<file path="src/rtl/psdsquare_pkg.sv">
// Shared definitions for the squarer and its square-root companion.
package psdsquare_pkg;

   localparam int unsigned PSD_NBITS = 16;

   typedef enum logic [1:0] {
      PSD_IDLE = 2'd0,
      PSD_RUN  = 2'd1,
      PSD_DONE = 2'd2
   } psd_state_e;

endpackage

</file>
<file path="src/rtl/psdsquare_if.sv">
// Control/data bundle for the squarer: start/stop pulses, operand in,
// result and status out.
interface psdsquare_if
   import psdsquare_pkg::*;
#(
   parameter int unsigned NBITS = PSD_NBITS
);

   logic               start;
   logic               stop;
   logic [NBITS-1:0]   xin;
   logic [2*NBITS-1:0] sq;
   logic               busy;
   logic               done;

   modport master (
      output start, stop, xin,
      input  sq, busy, done
   );

   modport slave (
      input  start, stop, xin,
      output sq, busy, done
   );

endinterface

</file>
<file path="src/rtl/psdsquare.sv">
// Iterative unsigned squarer: one shift-and-add step per clock, NBITS steps
// per square. The output register is loaded from the accumulator on stop.
module psdsquare
   import psdsquare_pkg::*;
#(
   parameter int unsigned NBITS = PSD_NBITS
) (
   input  logic         clock,
   input  logic         reset,
   psdsquare_if.slave   bus
);

   localparam int unsigned CNTW = (NBITS > 1) ? $clog2(NBITS) : 1;
   localparam logic [CNTW-1:0] CNT_LAST = CNTW'(NBITS - 1);

   psd_state_e         state_q;
   logic [2*NBITS-1:0] acc_q;
   logic [2*NBITS-1:0] acc_d;
   logic [2*NBITS-1:0] mcand_q;
   logic [NBITS-1:0]   mul_q;
   logic [CNTW-1:0]    cnt_q;
   logic [2*NBITS-1:0] sq_q;
   logic               busy_q;
   logic               done_q;

   // Next accumulator value for one shift-and-add step.
   always_comb begin
      acc_d = acc_q;
      if (mul_q[0]) begin
         acc_d = acc_q + mcand_q;
      end
   end

   // Control FSM, datapath and output register. Stop captures the
   // pre-edge accumulator, so a simultaneous start/stop sees the old sum.
   always_ff @(posedge clock) begin
      if (reset) begin
         state_q <= PSD_IDLE;
         acc_q   <= '0;
         mcand_q <= '0;
         mul_q   <= '0;
         cnt_q   <= '0;
         sq_q    <= '0;
         busy_q  <= 1'b0;
         done_q  <= 1'b0;
      end else begin
         if (bus.stop) begin
            sq_q <= acc_q;
         end
         if (bus.start) begin
            acc_q   <= '0;
            mcand_q <= {{NBITS{1'b0}}, bus.xin};
            mul_q   <= bus.xin;
            cnt_q   <= '0;
            state_q <= PSD_RUN;
            busy_q  <= 1'b1;
            done_q  <= 1'b0;
         end else if (state_q == PSD_RUN) begin
            acc_q   <= acc_d;
            mcand_q <= mcand_q << 1;
            mul_q   <= mul_q >> 1;
            cnt_q   <= cnt_q + 1'b1;
            if (cnt_q == CNT_LAST) begin
               state_q <= PSD_DONE;
               busy_q  <= 1'b0;
               done_q  <= 1'b1;
            end
         end
      end
   end

   assign bus.sq   = sq_q;
   assign bus.busy = busy_q;
   assign bus.done = done_q;

endmodule

</file>
<file path="src/flat_wrapper.sv">
// flat-port wrapper written by rule: the top's interface ports become plain ports
module psdsquare_flat import psdsquare_pkg::*;
#(
   parameter int unsigned NBITS = PSD_NBITS
)
  (clock, reset, bus_start, bus_stop, bus_xin, bus_sq, bus_busy, bus_done);
  psdsquare_if #(.NBITS(NBITS)) bus_i ();
  input  logic clock;
  input  logic reset;
  input wire logic [$bits(bus_i.start)-1:0] bus_start;
  input wire logic [$bits(bus_i.stop)-1:0] bus_stop;
  input wire logic [$bits(bus_i.xin)-1:0] bus_xin;
  output wire logic [$bits(bus_i.sq)-1:0] bus_sq;
  output wire logic [$bits(bus_i.busy)-1:0] bus_busy;
  output wire logic [$bits(bus_i.done)-1:0] bus_done;
  assign bus_i.start = bus_start;
  assign bus_i.stop = bus_stop;
  assign bus_i.xin = bus_xin;
  assign bus_sq = bus_i.sq;
  assign bus_busy = bus_i.busy;
  assign bus_done = bus_i.done;
  psdsquare #(.NBITS(NBITS)) u_core (.clock(clock), .reset(reset), .bus(bus_i));
endmodule
</file>
<file path="config.mk">
export PLATFORM = sky130hd
export DESIGN_NAME = psdsquare_flat
export DESIGN_NICKNAME = d
export VERILOG_FILES = /design/src/rtl/psdsquare_pkg.sv /design/src/rtl/psdsquare_if.sv /design/src/rtl/psdsquare.sv /design/src/flat_wrapper.sv
export SDC_FILE = /design/constraint.sdc
export NUM_CORES = 1
export LEC_CHECK = 0
export BUFFER_PORTS_ARGS = -buffer_cell sky130_fd_sc_hd__buf_2
export CAP_MARGIN = 20
export CORE_MARGIN = 1.5
export CORE_UTILIZATION = 41
export CTS_CLUSTER_DIAMETER = 40
export DETAILED_ROUTE_END_ITERATION = 12
export SYNTH_ARGS = -nofsm -noshare
export SYNTH_HDL_FRONTEND = slang
export SYNTH_SLANG_ARGS = --single-unit
</file>
<file path="constraint.sdc">
create_clock -name clock -period 2.4 [get_ports clock]
set_input_delay 0.36 -clock clock [delete_from_list [all_inputs] [get_ports clock]]
set_output_delay 0.36 -clock clock [all_outputs]
set_load 0.02 [all_outputs]
</file>
==> impl_metrics.py <==
metrics = {
    "timing": {
        "rsz0062_at_grt": "true",
        "fin_ws_ns": -0.0427,
        "timing.slew.headroom_pct": 30.5,
        "finalHoldViolations": 0,
        "min_period_ns": 2.44,
        "fin_skew_ns": 0.00735,
        "max_freq_mhz": 409,
        "slew_viol_final": 0,
        "fin_tns_setup_ns": -0.0724,
        "max_slew.worst_pin.slew_ns": 1.04,
        "fin_crit_sh_pct": 102,
        "setup-violations-final": 3,
        "whs_ns": 0.245,
    },
    "global_route": {
        "grt_pass1_vias": 5031,
        "antenna_found_initial": 0,
        "overflow": 0,
        "grtUsageTotal_pct": 22.0,
        "grt_pass1_wl_mm": 25.6,
        "grt_max_degree": 53,
    },
    "logic_synthesis": {
        "synth_edf_count": 0,
        "yosysUniqueCellTypes": 63,
        "ys_seq_area_share_pct": 39.5,
        "syn_avg_cell_area_um2": 8.40,
        "synthCells": 712,
        "syn_nets": 765,
        "synth_area_um2": 5980,
        "ys_async_sr_fraction_pct": 0,
        "ys_ff_latch": 118,
        "yosys_warnings": 0,
        "synthFlopType": "dfxtp_1",
    },
    "detailed_routing": {
        "routed_wl_mm": 15.9,
        "drtIter0Drc": 401,
        "ant_nets": 0,
        "wire_per_inst_um": 15.7,
        "via_count": 5402,
        "route.detailed.drc": 0,
        "viasPerCell": 5.32,
        "dr.pass1.iters": 5,
    },
    "worst_setup_path": {
        "start_kind": "flip-flop",
        "cp_slowest_cell": "dfxtp_2",
        "crit_arrival_ns": 2.74,
        "critical_path_peak_fanout": 3,
        "path_cells": "ha_4 > fa_2 > a21o_1 > a311oi_2 > nor3b_2 > a2111oi_4 > a21oi_2 > a21boi_1 > xor2_1 > o21ai_1",
        "cp-end-kind": "flip-flop",
        "critical_path_buf_inv_count": 0,
        "crit_family": "compound AO/OA/AOI/OAI gates",
        "criticalPathCategory": "flip-flop to flip-flop",
        "critical_path_required_ns": 2.69,
        "cpPeakStageDelay_ns": 0.34,
    },
    "placement": {
        "dp_cells": 978,
        "placedInstanceArea_um2": 6890,
        "port_buffers": 53,
        "post-dp-hpwl_mm": 11.4,
        "gp_congestion": 0.901,
        "dp_slack_ns": -0.192,
    },
    "power": {
        "ir_drop_mv": 0.438,
        "finalPower_mw": 5.02,
        "p_leak_nw": 3.49,
        "powerDensity_nw_per_um2": 636,
    },
    "floorplan": {
        "die_x_um": 124,
        "fp.dieH_um": 124,
        "coreArea_um2": 14000,
        "io_pins": 54,
        "rows": 43,
        "initial_utilization_pct": 42.6,
        "die_area_um2": 15300,
    },
    "clocking": {
        "cts_tree": "yes",
        "cts.sinks": 118,
        "path_clk_slew_ns": 0.06,
        "h-tree-depth": 4,
        "cts_made_buffers": 17,
        "cts_max_path_buffers": 2,
        "clk_latency_ns": 0.42,
        "cts-hold-fix-buffers": 0,
        "root_buffer": "clkbuf_16",
    },
    "final_layout": {
        "layout_common_cells": "nand2_1 (154), dfxtp_1 (101), buf_4 (80), a21oi_1 (58), buf_2 (53)",
        "final_nets": 875,
        "layout_commonest_cell": "nand2_1",
        "postLayoutCoreUtil_pct": 56.2,
        "diodes": 0,
        "fillCellCount": 1260,
        "drive_above_1_share_pct": 28.9,
        "finalInstanceArea_um2": 7900,
        "area_growth_pct": 32.0,
        "final_cells": 1015,
    },
    "outcome": {
        "violations": "setup timing",
        "status": "complete, but fails checks",
    },
    "min_path": {
        "hold_path.class": "input port to flip-flop",
    },
    "flow_run": {
        "maxCapViolCount": 0,
    },
}
-- final timing paths --
path / from / endpoint / slack, ns / cells after the start
worst min register to register: u_core.mul_q[4] / u_core.mul_q[4] / 0.47 / 2
worst max-delay path: u_core.mcand_q[0] / u_core.acc_q[24] / -0.04 / 10
worst max register to register: u_core.mcand_q[0] / u_core.acc_q[24] / -0.04 / 10
worst min-delay path: bus_xin[3] / u_core.mcand_q[3] / 0.25 / 3
-- report_power, final --
part | internal [mW] | total (mW) | leakage, nW | switching, mW
combinational | 0.160 | 0.383 | 2.23 | 0.223
sequential | 2.01 | 2.05 | 0.966 | 0.0420
clock | 1.62 | 2.59 | 0.291 | 0.966
-- cells in the mapped netlist (all sizes together), types with 2 or more instances --
| master | number | area [um^2] |
|---|---|---|
| a41oi | 2 | 17.5 |
| xnor2 | 11 | 96.3 |
| o21a | 3 | 22.5 |
| and4 | 3 | 28.8 |
| o211ai | 2 | 15.0 |
| nand2b | 2 | 12.5 |
| mux2i | 32 | 320 |
| a31o | 2 | 17.5 |
| o21ai | 24 | 124 |
| and3 | 9 | 56.3 |
| a31oi | 33 | 206 |
| nor3 | 3 | 15.0 |
| o22ai | 3 | 37.5 |
| ha | 32 | 400 |
| a21o | 23 | 174 |
| nand2 | 155 | 582 |
| inv | 2 | 7.51 |
| and2 | 6 | 37.5 |
| xor2 | 17 | 149 |
| a211oi | 5 | 37.5 |
| nor2 | 48 | 180 |
| nor2b | 2 | 15.0 |
| a32oi | 2 | 17.5 |
| nor3b | 2 | 25.0 |
| dfxtp | 118 | 2360 |
| or2 | 2 | 12.5 |
| clkbuf | 26 | 97.6 |
| a21oi | 65 | 337 |
| o21bai | 18 | 135 |
| nand4 | 3 | 18.8 |
| buf | 17 | 75.1 |
| mux2 | 2 | 26.3 |
| nand3 | 18 | 90.1 |
-- registers in the layout, summed over array words and instances (netlist names) --
signal / flops
u_core.bus.sq: 32
u_core.cnt_q: 4
u_core.mul_q: 16
u_core.state_q: 2
u_core.mcand_q: 32
u_core.acc_q: 32
-- cell type report --
type / count / area [um^2] / area share [%]
flip-flops and latches: 118 / 2390 / 30.3
repair buffers: 134 / 886 / 11.2
well taps: 180 / 225 / 2.85
clock buffers: 20 / 467 / 5.91
clock inverters: 12 / 143 / 1.81
inverters: 2 / 7.51 / 0.0951
multi-input cells: 549 / 3780 / 47.8
-- per-layer routing --
metal | global-route usage (%) | part of all wire (%) | routed length [um] | vias up
met5 | 0 | 0 | 0 | -
li1 | - | - | - | 2750
met1 | 32.1 | 52 | 8300 | 2526
met4 | 5.82 | 0.92 | 146 | 0
met2 | 32.3 | 42 | 6750 | 111
met3 | 5.17 | 4.6 | 728 | 15
-- cell families (layout without fill, tap and decap cells) --
group	Yosys count	after routing	share of synthesized area, %
mux	34	34	5.79
xor+xnor	28	28	4.10
buf+inv	45	168	3.01
compound gates	196	196	21.9
flops	118	118	39.5
simple gates	258	258	18.7
fa+ha+maj	33	33	7.03
-- worst register-to-register path, stage by stage (launching register included) --
cell	delay, ns
dfxtp_2	0.34
ha_4	0.16
fa_2	0.34
a21o_1	0.21
a311oi_2	0.34
nor3b_2	0.14
a2111oi_4	0.25
a21oi_2	0.13
a21boi_1	0.18
xor2_1	0.16
o21ai_1	0.07
-- timing repair --
action	4_1_cts	5_1_grt
setup buffers	5	2
endpoints found under the setup margin	15	19
endpoints found under the hold margin	0	0
pin swaps	35	22
resized for setup	24	46
(Power assumes the default switching activity.)
